[config.mk]
export PLATFORM = sky130hd
export DESIGN_NAME = alu_cmd_issuer
export DESIGN_NICKNAME = d
export VERILOG_FILES = /design/src/rtl/alu_cmd_issuer.sv
export SDC_FILE = /design/constraint.sdc
export NUM_CORES = 1
export LEC_CHECK = 0
export BUFFER_PORTS_ARGS = -buffer_cell sky130_fd_sc_hd__buf_2
export CAP_MARGIN = 10
export CORE_UTILIZATION = 50
export DETAILED_ROUTE_END_ITERATION = 8
export PLACE_DENSITY = 0.74
export SLEW_MARGIN = 20
export SYNTH_ARGS = -nofsm -noshare
export SYNTH_HDL_FRONTEND = slang
export SYNTH_SLANG_ARGS = --single-unit
[constraint.sdc]
create_clock -name clk -period 2.25 [get_ports clk]
set_clock_uncertainty 0.15 [all_clocks]
set_input_delay 0.225 -clock clk [delete_from_list [all_inputs] [get_ports clk]]
set_output_delay 0.225 -clock clk [all_outputs]
set_load 0.05 [all_outputs]
[src/rtl/alu_cmd_issuer.sv]
// Command FIFO front-end for an external combinational ALU: issues one
// buffered command at a time, waits SETTLE edges, and returns the sampled result.
package alu_cmd_issuer_pkg;
    typedef struct packed {
        logic [1:0] code;
        logic [3:0] a;
        logic [3:0] b;
    } alu_cmd_t;
endpackage

module alu_cmd_issuer
    import alu_cmd_issuer_pkg::*;
#(
    parameter int unsigned DEPTH  = 4,
    parameter int unsigned SETTLE = 1,
    parameter int unsigned CW     = 3
) (
    input  logic          clk,
    input  logic          rst_n,
    input  logic          cmd_valid,
    output logic          cmd_ready,
    input  logic [1:0]    cmd_code,
    input  logic [3:0]    cmd_a,
    input  logic [3:0]    cmd_b,
    output logic [1:0]    alu_code,
    output logic [3:0]    alu_a,
    output logic [3:0]    alu_b,
    input  logic [4:0]    alu_c,
    output logic          rsp_valid,
    input  logic          rsp_ready,
    output logic [4:0]    rsp_data,
    output logic [1:0]    rsp_code,
    output logic          busy,
    output logic [CW-1:0] cnt
);

    localparam int unsigned PW = (DEPTH > 1) ? $clog2(DEPTH) : 1;
    localparam int unsigned SW = (SETTLE > 1) ? $clog2(SETTLE) : 1;

    typedef enum logic [1:0] {IDLE, DRIVE, HOLD} state_t;

    state_t        state, state_d;
    logic [SW-1:0] scnt, scnt_d;
    logic [PW-1:0] wr_ptr, rd_ptr;
    alu_cmd_t      mem [DEPTH];
    logic          push, pop, sample, drop;

    // Ready comes from the registered count only, so a full FIFO never accepts
    // even when the head is popped in the same cycle.
    assign cmd_ready = rst_n & (cnt < CW'(DEPTH));
    assign push      = cmd_valid & cmd_ready;

    always_ff @(posedge clk or negedge rst_n) begin
        if (!rst_n) begin
            state <= IDLE;
            scnt  <= '0;
        end else begin
            state <= state_d;
            scnt  <= scnt_d;
        end
    end

    always_comb begin
        state_d = state;
        scnt_d  = scnt;
        pop     = 1'b0;
        sample  = 1'b0;
        drop    = 1'b0;
        case (state)
            IDLE: begin
                if (cnt != '0) begin
                    pop     = 1'b1;
                    scnt_d  = '0;
                    state_d = DRIVE;
                end
            end
            DRIVE: begin
                scnt_d = scnt + SW'(1);
                if (scnt == SW'(SETTLE - 1)) begin
                    sample  = 1'b1;
                    state_d = HOLD;
                end
            end
            HOLD: begin
                if (rsp_ready) begin
                    drop    = 1'b1;
                    state_d = IDLE;
                end
            end
            default: state_d = IDLE;
        endcase
    end

    // FIFO pointers and occupancy; pointers wrap naturally at DEPTH.
    always_ff @(posedge clk or negedge rst_n) begin
        if (!rst_n) begin
            wr_ptr <= '0;
            rd_ptr <= '0;
            cnt    <= '0;
        end else begin
            if (push) wr_ptr <= wr_ptr + PW'(1);
            if (pop)  rd_ptr <= rd_ptr + PW'(1);
            case ({push, pop})
                2'b10:   cnt <= cnt + CW'(1);
                2'b01:   cnt <= cnt - CW'(1);
                default: cnt <= cnt;
            endcase
        end
    end

    always_ff @(posedge clk) begin
        if (push) mem[wr_ptr] <= '{code: cmd_code, a: cmd_a, b: cmd_b};
    end

    // Launch registers hold the operands steady until the next pop.
    always_ff @(posedge clk or negedge rst_n) begin
        if (!rst_n) begin
            alu_code  <= '0;
            alu_a     <= '0;
            alu_b     <= '0;
            rsp_valid <= 1'b0;
            rsp_data  <= '0;
            rsp_code  <= '0;
            busy      <= 1'b0;
        end else begin
            if (pop) begin
                alu_code <= mem[rd_ptr].code;
                alu_a    <= mem[rd_ptr].a;
                alu_b    <= mem[rd_ptr].b;
            end
            if (sample) begin
                rsp_data  <= alu_c;
                rsp_code  <= alu_code;
                rsp_valid <= 1'b1;
            end else if (drop) begin
                rsp_valid <= 1'b0;
            end
            busy <= (state_d != IDLE);
        end
    end

endmodule

**Yosys cells after proc, flatten, opt, wreduce, memory -nomap -nowiden**

Memory sizes are Yosys's and may differ from the RTL's. A register that Yosys moved wholly into a read port is not among the register bits.
Index checks and enable logic that the tools add are counted.

- $add $sub $neg: 5
- $lt $le $gt $ge: 1
- Eq/ne operators: 5
- Muxes and demuxes: 17
- Bitwise gates (word level): 2
- Reduce and logical (&&, ||, !) cells: 8

Operators with widths:

| cell | count |
|---|---|
| 1-bit 2-to-1 mux | 11 |
| 2-bit nonzero test | 4 |
| 2-bit 2-to-1 mux | 3 |
| 2-bit case mux with 3 select lines | 1 |
| 3-bit case mux with 2 select lines | 1 |
| 2-bit by 1-bit adder with 2-bit output, second input constant | 2 |
| 2-bit by 1-bit equality test with 1-bit output, second input constant | 2 |
| 2-bit equality test, second input constant | 2 |
| 3-bit by 1-bit adder with 3-bit output, second input constant | 1 |
| 3-bit less-than comparator, second input constant | 1 |
| 3-bit nonzero test | 1 |
| 3-bit by 1-bit subtractor with 3-bit output, second input constant | 1 |
| 1-bit AND | 2 |
| 2-bit zero test | 1 |
| 2-bit inequality test, second input constant | 1 |
| 1-bit case mux with 2 select lines | 1 |
| 2-bit AND reduction | 1 |
| 1-bit adder, second input constant | 1 |
| 1-bit zero test | 1 |

- Register bits after elaboration: 19
- Bits in writable memories: 40
- Input bits: 19
- Output and inout bits: 23
- Logic and storage cells: 48
- Memories kept: 1

Memories:

| name | words | width | read ports | clocked after Yosys merged registers in | wr ports | RTL line | source |
|---|---|---|---|---|---|---|---|
| mem | 4 | 10 | 1 | 1 | 1 | 45 | `alu_cmd_t mem [DEPTH];` |

**Depth between registers and ports, before layout**

Gate-level depths: netlist (run 1).

- Depth in word-level cells: 5
- Gate-level depth with buffers: 9
- Depth with buffers taken out: 8

**Least setup slack after synthesis (run 1)**

OpenSTA, ideal clock, no wires.

- Path type: reg-to-reg
- Start: register cnt[2]
- End: register cnt[2]
- Library setup time: 0.146 ns
- Arrival: 2.744 ns
- Data required time: 1.954 ns
- Setup slack: -0.790 ns
- Cell stages (with the launch flop): 9
- Buffers on the path: 0
- Period minus slack after synthesis: 3.040 ns
- Cells stage by stage: dfrtp_1 nor2b_1 and2_1 inv_1 ha_1 fa_1 xnor2_1 nor2_1 xor2_1

- Longest elaborated chain between the ends: 5
- Elaborated cells between the ends (all ways): 12
- Those cells by class: 2 x add/sub; 1 x order compare; 2 x eq/ne; 3 x mux; 2 x bitwise; 2 x reduce/logical

RTL lines:

| element | RTL line | source |
|---|---|---|
| from (decl) | 34 | `output logic [CW-1:0] cnt` |
| from (signal assigned) | 104 | `2'b10: cnt <= cnt + CW'(1);` |
| from (signal assigned) | 105 | `2'b01: cnt <= cnt - CW'(1);` |
| from (signal assigned) | 106 | `default: cnt <= cnt;` |
| 3-bit less-than comparator * | 50 | `assign cmd_ready = rst_n & (cnt < CW'(DEPTH));` |
| 1-bit AND * | 50 |  |
| via cmd_ready | 21 | `output logic cmd_ready,` |
| 1-bit AND * | 51 | `assign push = cmd_valid & cmd_ready;` |
| 2-bit by 1-bit equality test with 1-bit output / 2-bit equality test (equally long branches) | 103 | `case ({push, pop})` |
| 3-bit case mux with 2 select lines / 2-bit nonzero test (equally long branches) | - |  |

The timed path passes the listed nets; every way through them passes the cells marked *.
A chain may end at the register's enable or synchronous reset.

**Worst setup path in the final report (run 1)**

- Start: input rst_n
- End: register cnt[2]

- Longest elaborated chain between the ends: 4
- Elaborated cells between the ends (all ways): 6
- Those cells by class: 2 x eq/ne; 1 x mux; 2 x bitwise; 1 x reduce/logical

RTL lines:

| element | RTL line | source |
|---|---|---|
| from (decl) | 19 | `input logic rst_n,` |
| 1-bit AND * | 50 |  |
| 1-bit AND * | 51 |  |
| 2-bit by 1-bit equality test with 1-bit output / 2-bit equality test (equally long branches) | 103 |  |
| 3-bit case mux with 2 select lines / 2-bit nonzero test (equally long branches) | - |  |

Mark *: on every way between the ends. The rest lies on a longest branch, timed or not.

==> impl_metrics.py, run 1 <==
metrics = {
    "status": {
        "status": "completed",
    },
    "cells_and_area": {
        "final_core_util_pct": 65.4,
        "design_area_sq_um": 3380,
        "nNetsFinal": 234,
        "final_layout_size_suffix_gt1_share_pct": 45.3,
        "final_cell_count_no_fill": 284,
        "diodes": 0,
        "area_delta_synth_final_pct": 23.9,
    },
    "floorplanning": {
        "core_sq_um": 5170,
        "rows": 26,
        "ios": 42,
        "die_area_sq_um": 5750,
        "dieHeight_microns": 75.9,
        "die_w_microns": 75.9,
        "start_util_pct": 52.7,
    },
    "routing": {
        "wire_per_inst_microns": 16.4,
        "dr.pass1.iters": 4,
        "wl_microns": 4650,
        "vias_per_cell": 5.11,
        "drtAntennaViolNets": 0,
        "drc": 0,
        "vias": 1452,
        "drt_iter0_drc": 60,
    },
    "critical_path": {
        "reg2reg_slack_ps": 210,
        "endpoint_kind": "register",
        "cp_cell_sequence": "dlygate4sd3_1, buf_2, nor2b_4, and2_4, inv_1, ha_4, fa_2, xnor2_1, nor2_1, xor2_1",
        "critPathSlowestCell": "dlygate4sd3_1",
        "critPathMaxStageDelay_ps": 530,
        "rr_worst_depth": 8,
        "path_class": "input port to register",
        "cp_data_arrival_time_ps": 2220,
        "required_ps": 2350,
        "path_max_fanout": 6,
        "start_kind": "input port",
    },
    "grt": {
        "grt_pass1_vias": 1480,
        "track_usage_pct": 17.9,
        "grt_remaining_overflow": 0,
        "antenna_found_initial": 0,
        "grt_max_degree": 30,
        "grt_pass1_wl_microns": 6890,
    },
    "sta": {
        "worst_slew_pin_slew_ps": 573,
        "rsz0062_at_grt": "false",
        "finalHoldViolations": 0,
        "drv_slew": 0,
        "setup_viol": 0,
        "fin_crit_sh_pct": 94.5,
        "min_period_ps": 2130,
        "slew-limit-headroom_pct": 61.8,
        "fmax_mhz": 470,
    },
    "placed_design": {
        "dpl-instance-area_sq_um": 3050,
        "dp_hpwl_microns": 3030,
        "io_buffers": 41,
        "post-place-cells": 252,
        "gp_congestion": 0.756,
    },
    "synthesis": {
        "synth.top_cell.area_share_pct": 44.0,
        "syn-num-nets": 166,
        "netlist_instances": 141,
        "synth_cell_types": 28,
        "syn-cell-area_sq_um": 2730,
        "synth-seq-area-share_pct": 70.6,
        "yosys_register_bits": 69,
        "yosysWarnings": 0,
        "syn_area_per_cell_sq_um": 19.3,
        "yosys-top-cells-area": "edfxtp_1 44%, dfrtp_1 27%, mux4_2 6.6%",
        "yosys.area.top_type": "edfxtp_1",
    },
    "clock_network": {
        "cts-root-buf": "clkbuf_8",
        "numCtsBuffers": 9,
        "clk_latency_ps": 330,
        "clockBufferDepth": 2,
        "cts_setup_buffers": 0,
        "htreeDepth": 3,
        "cts.clk_slew.worst_paths_ps": 70,
        "cts.sinks": 69,
        "tritoncts": "done",
    },
    "worst_hold_path": {
        "hold_depth": 4,
        "hp-class": "input port to register",
    },
    "power": {
        "max-vdd-ir-drop_uv": 596,
        "power_density_nw_per_um2": 1500,
        "p_leak_nw": 1.35,
    },
    "job": {
        "maxCapViolations": 0,
    },
}
==> report_power, final <==
part	total, W	switching (W)	internal (W)
clock	0.000867	0.000467	0.000400
combinational	0.00227	0.00135	0.000927
sequential	0.00194	0.000254	0.00169
total	0.00508	0.00207	0.00302
==> layout make-up <==
class	count	area, sq um
clock inverters	7	51.3
multi-input cells	63	772
clock buffers	9	124
repair buffers	60	388
fillers	345	1790
well taps	70	87.6
flip-flops and latches	69	1930
inverters	6	27.5
==> logic make-up after synthesis <==
family,after synthesis,synth area share (%)
fa+ha+maj,6,3.03
mux,29,17.5
flops,69,70.6
compound gates,5,0.917
xor+xnor,7,2.25
buf+inv,9,1.97
simple gates,16,3.72
==> per-stage QoR <==
stage | power [W] | setup WS (ps) | setup TNS, ps | hold slack, ps
2_1_floorplan | 0.00377 | -34.2 | -58.8 | -221
3_3_place_gp | 0.00416 | 285 | 0 | 159
5_1_grt | 0.00537 | 42.5 | 0 | 70.3
3_5_place_dp | 0.00424 | 201 | 0 | 160
6_report | 0.00508 | 124 | 0 | 49.8
4_1_cts | 0.00514 | 119 | 0 | 28.1
==> metal layers <==
layer,vias up,GRT usage [%],share of wire [%]
met4,0,8.02,1.0
met2,48,31.3,51
met5,-,0,0
met1,723,19.9,43
li1,669,-,-
met3,12,5.82,5.4
==> layout by cell type, fill, tap and decap left out, types with 2 or more instances in the layout <==
| master | netlist | routed |
|---|---|---|
| buf_2 | 0 | 41 |
| edfxtp_1 | 40 | 40 |
| dfrtp_1 | 29 | 26 |
| dlygate4sd3_1 | 0 | 16 |
| mux2_2 | 11 | 11 |
| clkbuf_8 | 0 | 9 |
| mux4_2 | 8 | 8 |
| mux2_4 | 8 | 8 |
| xnor2_1 | 6 | 6 |
| inv_1 | 5 | 5 |
| o21ai_0 | 4 | 4 |
| and3_1 | 4 | 4 |
| ha_1 | 5 | 4 |
| clkinvlp_4 | 0 | 4 |
| nor2_1 | 3 | 3 |
| dfrtp_2 | 0 | 3 |
| buf_4 | 0 | 3 |
| clkinv_4 | 0 | 2 |
| mux4_1 | 2 | 2 |
==> Yosys cell counts <==
cell type  instances
nand3_1            1
or3_4              1
nor2_2             1
buf_6              1
xnor2_1            6
dfrtp_1           29
nor2b_1            1
nor3_2             1
buf_8              1
nand2_1            1
nand2b_1           1
and3_1             4
mux2_2            11
fa_1               1
a21oi_1            1
ha_1               5
inv_1              5
clkinv_2           1
edfxtp_1          40
mux4_1             2
xor2_1             1
clkbuf_1           1
nor2_1             3
mux4_2             8
and2_1             1
mux2_4             8
or4b_1             1
o21ai_0            4
==> state kept, by name (all words and copies together) (netlist names), 2 cells and up <==
signal / flops
rd_ptr: 2
alu_b: 4
state: 2
alu_code: 2
wr_ptr: 2
rsp_data: 5
rsp_code: 2
mem: 40
alu_a: 4
cnt: 3
==> worst max-delay path: cells and delay by family <==
kind                       cells  cell delay, ps
xor gates and xnor gates       2             300
buffers and inverters          3             720
and+or+nand+nor                3             480
adders and majority gates      2             490
==> final timing paths <==
path                                  startpoint                 endpoint
max                                        rst_n       cnt[2]$_DFFE_PN0P_
min reg2reg                rd_ptr[0]$_DFFE_PN0P_    rd_ptr[0]$_DFFE_PN0P_
min                                    rsp_ready    rsp_valid$_DFFE_PN0P_
max in group asynchronous                  rst_n       cnt[2]$_DFFE_PN0P_
max reg2reg                   cnt[1]$_DFFE_PN0P_       cnt[2]$_DFFE_PN0P_
min in group asynchronous                  rst_n  rsp_code[1]$_DFFE_PN0P_
==> timing repair <==
item,4_1_cts,5_1_grt
hold buffers,16,0
hold endpoints to repair,74,0
resized for setup,0,0
Note: power is estimated with default switching activity, not from simulation.
==> inputs of run 2 (changes only) <==
CORE_MARGIN = 8   (was not set)
CORE_UTILIZATION = 30   (was 50)
PLACE_DENSITY = not set   (was 0.74)
==> run 2 against run 1 <==
  * Core utilization is 26 points lower
  * Combinational power about the same
  * Sequential power barely moved
  * Fmax grew 2.0%
  * Sequential cell count is the same
  * Total power up 2.6%
  * Non-clock buffer count grew 2
  * Final area grew 2.5%
  * Global-route usage decreased by 9.2 points
  * Sequential share of layout area decreased by 1.4 points
  * Via count is 0.34% lower
  * Critical path type unchanged
  * Critical endpoint unchanged
  * Largest cell class unchanged
==> impl_metrics.py, run 2 (synthesized netlist as in run 1, its figures left out) <==
metrics = {
    "sta": {
        "rsz0062_at_grt": "false",
        "fin_ws_ps": 166,
        "worst_slew_pin_slew_ps": 574,
        "slew-limit-headroom_pct": 61.7,
        "fin_crit_sh_pct": 92.6,
        "fmax_mhz": 480,
        "finalHoldViolations": 0,
        "min_period_ps": 2080,
        "setup_viol": 0,
        "drv_slew": 0,
    },
    "grt": {
        "grt_pass1_vias": 1545,
        "antenna_found_initial": 0,
        "track_usage_pct": 8.70,
        "grt_remaining_overflow": 0,
        "grt_max_degree": 30,
        "grt_pass1_wl_microns": 8320,
    },
    "status": {
        "status": "completed",
    },
    "critical_path": {
        "reg2reg_slack_ps": 240,
        "cp_data_arrival_time_ps": 2190,
        "start_kind": "input port",
        "rr_worst_depth": 5,
        "critPathSlowestCell": "dlygate4sd3_1",
        "required_ps": 2360,
        "cp_cell_sequence": "dlygate4sd3_1, buf_2, nor2b_4, and2_4, inv_1, ha_4, fa_2, xnor2_1, nor2_1, xor2_1",
        "r2r_start": "state[0]$_DFF_PN0_",
        "path_class": "input port to register",
        "reg2reg_to": "cnt[1]$_DFFE_PN0P_",
        "critPathMaxStageDelay_ps": 520,
        "path_max_fanout": 6,
        "endpoint_kind": "register",
    },
    "cells_and_area": {
        "reg_top3": "mem x40, rsp_data x5",
        "regMostFlops": "mem",
        "design_area_sq_um": 3470,
        "final_layout_size_suffix_gt1_share_pct": 46.3,
        "area_delta_synth_final_pct": 27.1,
        "largest_reg_flops": 40,
        "diodes": 0,
        "nNetsFinal": 236,
        "final_common_cell": "buf_2",
        "final_cell_mix": "41 x buf_2, 40 x edfxtp_1, 26 x dfrtp_1",
    },
    "floorplanning": {
        "die_area_sq_um": 12400,
        "core_sq_um": 8760,
        "ios": 42,
        "start_util_pct": 31.1,
        "rows": 34,
        "die_w_microns": 111,
        "dieHeight_microns": 111,
    },
    "routing": {
        "drc": 0,
        "vias_per_cell": 4.47,
        "wl_microns": 5070,
        "drtAntennaViolNets": 0,
        "dr.pass1.iters": 4,
        "drt_iter0_drc": 78,
        "vias": 1447,
        "wire_per_inst_microns": 15.6,
    },
    "clock_network": {
        "cts-resized-gates": 0,
        "clk_latency_ps": 340,
        "cts-root-buf": "clkbuf_8",
        "cts.sinks": 69,
        "htreeDepth": 3,
        "tritoncts": "done",
        "numCtsBuffers": 9,
        "cts.clk_slew.worst_paths_ps": 80,
        "clockBufferDepth": 2,
    },
    "placed_design": {
        "dp_slack_ps": 239,
        "dp_hpwl_microns": 3390,
        "io_buffers": 41,
        "dpl-instance-area_sq_um": 3110,
        "gp_congestion": 0.659,
    },
    "worst_hold_path": {
        "hold_depth": 4,
        "hp-class": "input port to register",
        "hp-start": "rsp_ready",
        "hold_end": "busy$_DFF_PN0_",
    },
    "power": {
        "max-vdd-ir-drop_uv": 607,
        "p_leak_nw": 1.38,
        "power_density_nw_per_um2": 1500,
    },
    "job": {
        "maxCapViolations": 0,
    },
}
run 2: cell count changes in the layout (fill, tap and decap cells not counted):
cell	before	now
clkinv_1	1	0
clkinvlp_4	4	1
buf_4	3	5
clkinv_2	0	2
inv_6	1	2
bufinv_16	0	1
run 2: layout make-up:
type / count / area [sq um]
Tap cell: 108 / 135
Clock inverter: 7 / 73.8
Timing Repair Buffer: 62 / 403
Clock buffer: 9 / 124
Inverter: 6 / 27.5
Multi-Input combinational cell: 63 / 772
Sequential cell: 69 / 1930
Fill cell: 806 / 5300
run 2: per-layer routing:
metal	global-route usage [%]	up-vias	wire length, microns
met5	0	-	0
met3	4.72	4	368
met1	9.75	721	2260
met4	2.67	0	43
li1	-	677	-
met2	13.9	45	2390
run 2: worst max path at each step:
stage / start / endpoint / slack (ps) / cells past startpoint
finish: rst_n / cnt[2]$_DFFE_PN0P_ / 170 / 10
global route: rst_n / cnt[2]$_DFFE_PN0P_ / 40 / 10
CTS: rst_n / cnt[2]$_DFFE_PN0P_ / 160 / 10
detailed placement: cnt[0]$_DFFE_PN0P_ / cnt[1]$_DFFE_PN0P_ / 240 / 6
global placement: cnt[2]$_DFFE_PN0P_ / cnt[1]$_DFFE_PN0P_ / 280 / 6
floorplan: cnt[0]$_DFFE_PN0P_ / cnt[1]$_DFFE_PN0P_ / -30 / 7
run 2: what timing repair did:
action,CTS,global route
setup buffers,0,0
hold buffers,16,0
endpoints found under the hold margin,74,0
run 2: worst max-delay path, delay by kind of cell:
family | cells | cell delay (ps)
and+or+nand+nor | 3 | 480
xor gates and xnor gates | 2 | 260
buffers and inverters | 3 | 730
adders and majority gates | 2 | 500
run 2: where the power goes:
part / total, W / leakage (nW) / internal [W] / switching [W]
clock: 0.000997 / 0.100 / 0.000517 / 0.000480
sequential: 0.00193 / 0.698 / 0.00169 / 0.000238
combinational: 0.00229 / 0.584 / 0.000933 / 0.00136
total: 0.00522 / 1.38 / 0.00314 / 0.00208
run 2: per-stage QoR:
step	std cells	util, %	TNS, ps	hold slack (ps)	power (W)
finish	324	39.5	0	50.8	0.00522
floorplan	141	-	-58.8	-221	0.00377
global route	324	39.5	0	50.1	0.00554
global placement	292	35.5	0	197	0.00424
detailed placement	292	35.5	0	193	0.00428
CTS	324	39.5	0	36.0	0.00531
==> inputs of run 3 (changes only) <==
ABC_CLOCK_PERIOD_IN_PS = 2040   (was not set)
CORE_MARGIN = 5   (was 8)
clock period = 2.04 ns   (was 2.25 ns; I/O delays follow)
==> run 3 against run 2 <==
  * Non-clock buffer count grew 11
  * Cell count increased by 3.4%
  * Core utilization up 0.70 points
  * Wire length down 1.1%
  * Clock power decreased by 7.5%
  * Register-to-register slack got worse by 200 ps
  * Final area rose by 2.3%
  * Combinational power grew 19%
  * Global-route usage grew 1.2 points
  * Critical path type is now register to register
==> impl_metrics.py, run 3 (synthesized netlist as in run 1, its figures left out) <==
metrics = {
    "status": {
        "status": "completed",
    },
    "grt": {
        "antenna_found_initial": 0,
        "grt_pass1_vias": 1596,
        "grt_pass1_wl_microns": 8270,
        "track_usage_pct": 9.95,
        "grt_remaining_overflow": 0,
        "grt_max_degree": 30,
    },
    "cells_and_area": {
        "fillCellCount": 813,
        "nNetsFinal": 247,
        "regArea_sq_um": 1930,
        "diodes": 0,
        "multi_input_area_sq_um": 776,
        "final_layout_size_suffix_gt1_share_pct": 48.5,
        "final_cell_mix": "40 x buf_2, 40 x edfxtp_1, 26 x dfrtp_1",
        "largest_reg_flops": 40,
        "final_core_util_pct": 40.3,
        "area_delta_synth_final_pct": 30.0,
        "regMostFlops": "mem",
        "reg_top3": "mem x40, rsp_data x5",
    },
    "clock_network": {
        "cts-root-buf": "clkbuf_8",
        "htreeDepth": 3,
        "cts.clk_slew.worst_paths_ps": 70,
        "cts.sinks": 69,
        "clk_latency_ps": 330,
        "clockBufferDepth": 2,
        "tritoncts": "done",
        "numCtsBuffers": 9,
    },
    "critical_path": {
        "critPathLaunch": "cnt[2]$_DFFE_PN0P_",
        "path_class": "register to register",
        "endpoint_kind": "register",
        "endpoint": "cnt[1]$_DFFE_PN0P_",
        "reg2reg_to": "cnt[1]$_DFFE_PN0P_",
        "path_max_fanout": 3,
        "start_kind": "register",
        "rr_worst_depth": 6,
        "r2r_start": "cnt[2]$_DFFE_PN0P_",
        "required_ps": 2110,
        "cp_data_arrival_time_ps": 2070,
        "reg2reg_slack_ps": 40,
    },
    "worst_hold_path": {
        "hp-class": "input port to register",
        "hp-start": "rsp_ready",
    },
    "routing": {
        "m1WireLength_microns": 2190,
        "dr_wl_met3_microns": 263,
        "vias": 1464,
        "drt_iter0_drc": 25,
        "dr.pass1.iters": 3,
        "drc": 0,
        "drtAntennaViolNets": 0,
        "met2_length_microns": 2510,
        "dr.max_layer_used": "met4",
        "vias_per_cell": 4.37,
        "wl_microns": 5010,
        "wire_per_inst_microns": 15.0,
    },
    "floorplanning": {
        "rows": 34,
        "die_w_microns": 105,
        "ios": 42,
        "core_sq_um": 8810,
        "die_area_sq_um": 11100,
        "start_util_pct": 31.0,
        "dieHeight_microns": 105,
    },
    "sta": {
        "fin_hold_ws_ps": 34.3,
        "min_period_ps": 2000,
        "fin_crit_sh_pct": 97.9,
        "worst_slew_pin_slew_ps": 516,
        "slew-limit-headroom_pct": 65.6,
        "setup_viol": 0,
        "drv_slew": 0,
        "fmax_mhz": 501,
        "finalHoldViolations": 0,
        "rsz0062_at_grt": "true",
    },
    "power": {
        "power.total_w": 0.00577,
        "power_density_nw_per_um2": 1630,
        "p_leak_nw": 1.44,
        "max-vdd-ir-drop_uv": 459,
    },
    "placed_design": {
        "io_buffers": 41,
        "dp_hpwl_microns": 3420,
        "gp_congestion": 0.739,
    },
    "job": {
        "maxCapViolations": 0,
    },
}
run 3: through the flow:
stage	TNS, ps	std cells	cell area, sq um	setup slack, ps
global placement	0	298	3170	77.7
detailed placement	0	298	3170	40.9
finish	0	335	3540	43.3
floorplan	-479	141	2760	-244
CTS	0	330	3490	12.8
global route	-2.13	335	3540	-2.13
run 3: worst max-delay path: stages, from the launching register on:
cell and delay (ps):
dfrtp_2 410, nor3_2 50, or3_4 390, clkinv_4 70, ha_4 120, fa_2 420, mux2_4 270
run 3: how the worst min path moves through the flow:
stage / to / slack (ps) / cells past startpoint
floorplan: alu_a[0]$_DFFE_PN0P_ / -240 / 0
global placement: alu_a[3]$_DFFE_PN0P_ / 180 / 2
detailed placement: alu_a[3]$_DFFE_PN0P_ / 170 / 2
CTS: rsp_valid$_DFFE_PN0P_ / 20 / 4
global route: rsp_valid$_DFFE_PN0P_ / 20 / 4
finish: rsp_valid$_DFFE_PN0P_ / 30 / 4
run 3: per-layer routing:
layer	vias to the layer above	GRT usage, %
met3	5	4.71
met4	0	3.09
met2	36	16.1
met5	-	0
met1	727	11.8
li1	696	-
run 3: area by class of cell:
type	instances	area share (%)
inverter	6	0.777
timing repair buffer	73	14.4
clock buffer	9	3.49
clock inverter	7	1.20
sequential	69	54.5
multi-input combinational	63	21.9
tap	108	3.81
run 3: timing repair:
item | in CTS | in global routing
hold buffers | 16 | 1
buffers inserted | 0 | 4
endpoints found under the setup margin | 0 | 2
resized for setup | 0 | 5
endpoints found under the hold margin | 74 | 29
run 3: power breakdown:
| group | switching, W | total, W | internal, W | leakage (nW) |
|---|---|---|---|---|
| sequential | 0.000249 | 0.00211 | 0.00186 | 0.698 |
| combinational | 0.00155 | 0.00273 | 0.00118 | 0.659 |
| clock | 0.000491 | 0.000922 | 0.000431 | 0.0824 |
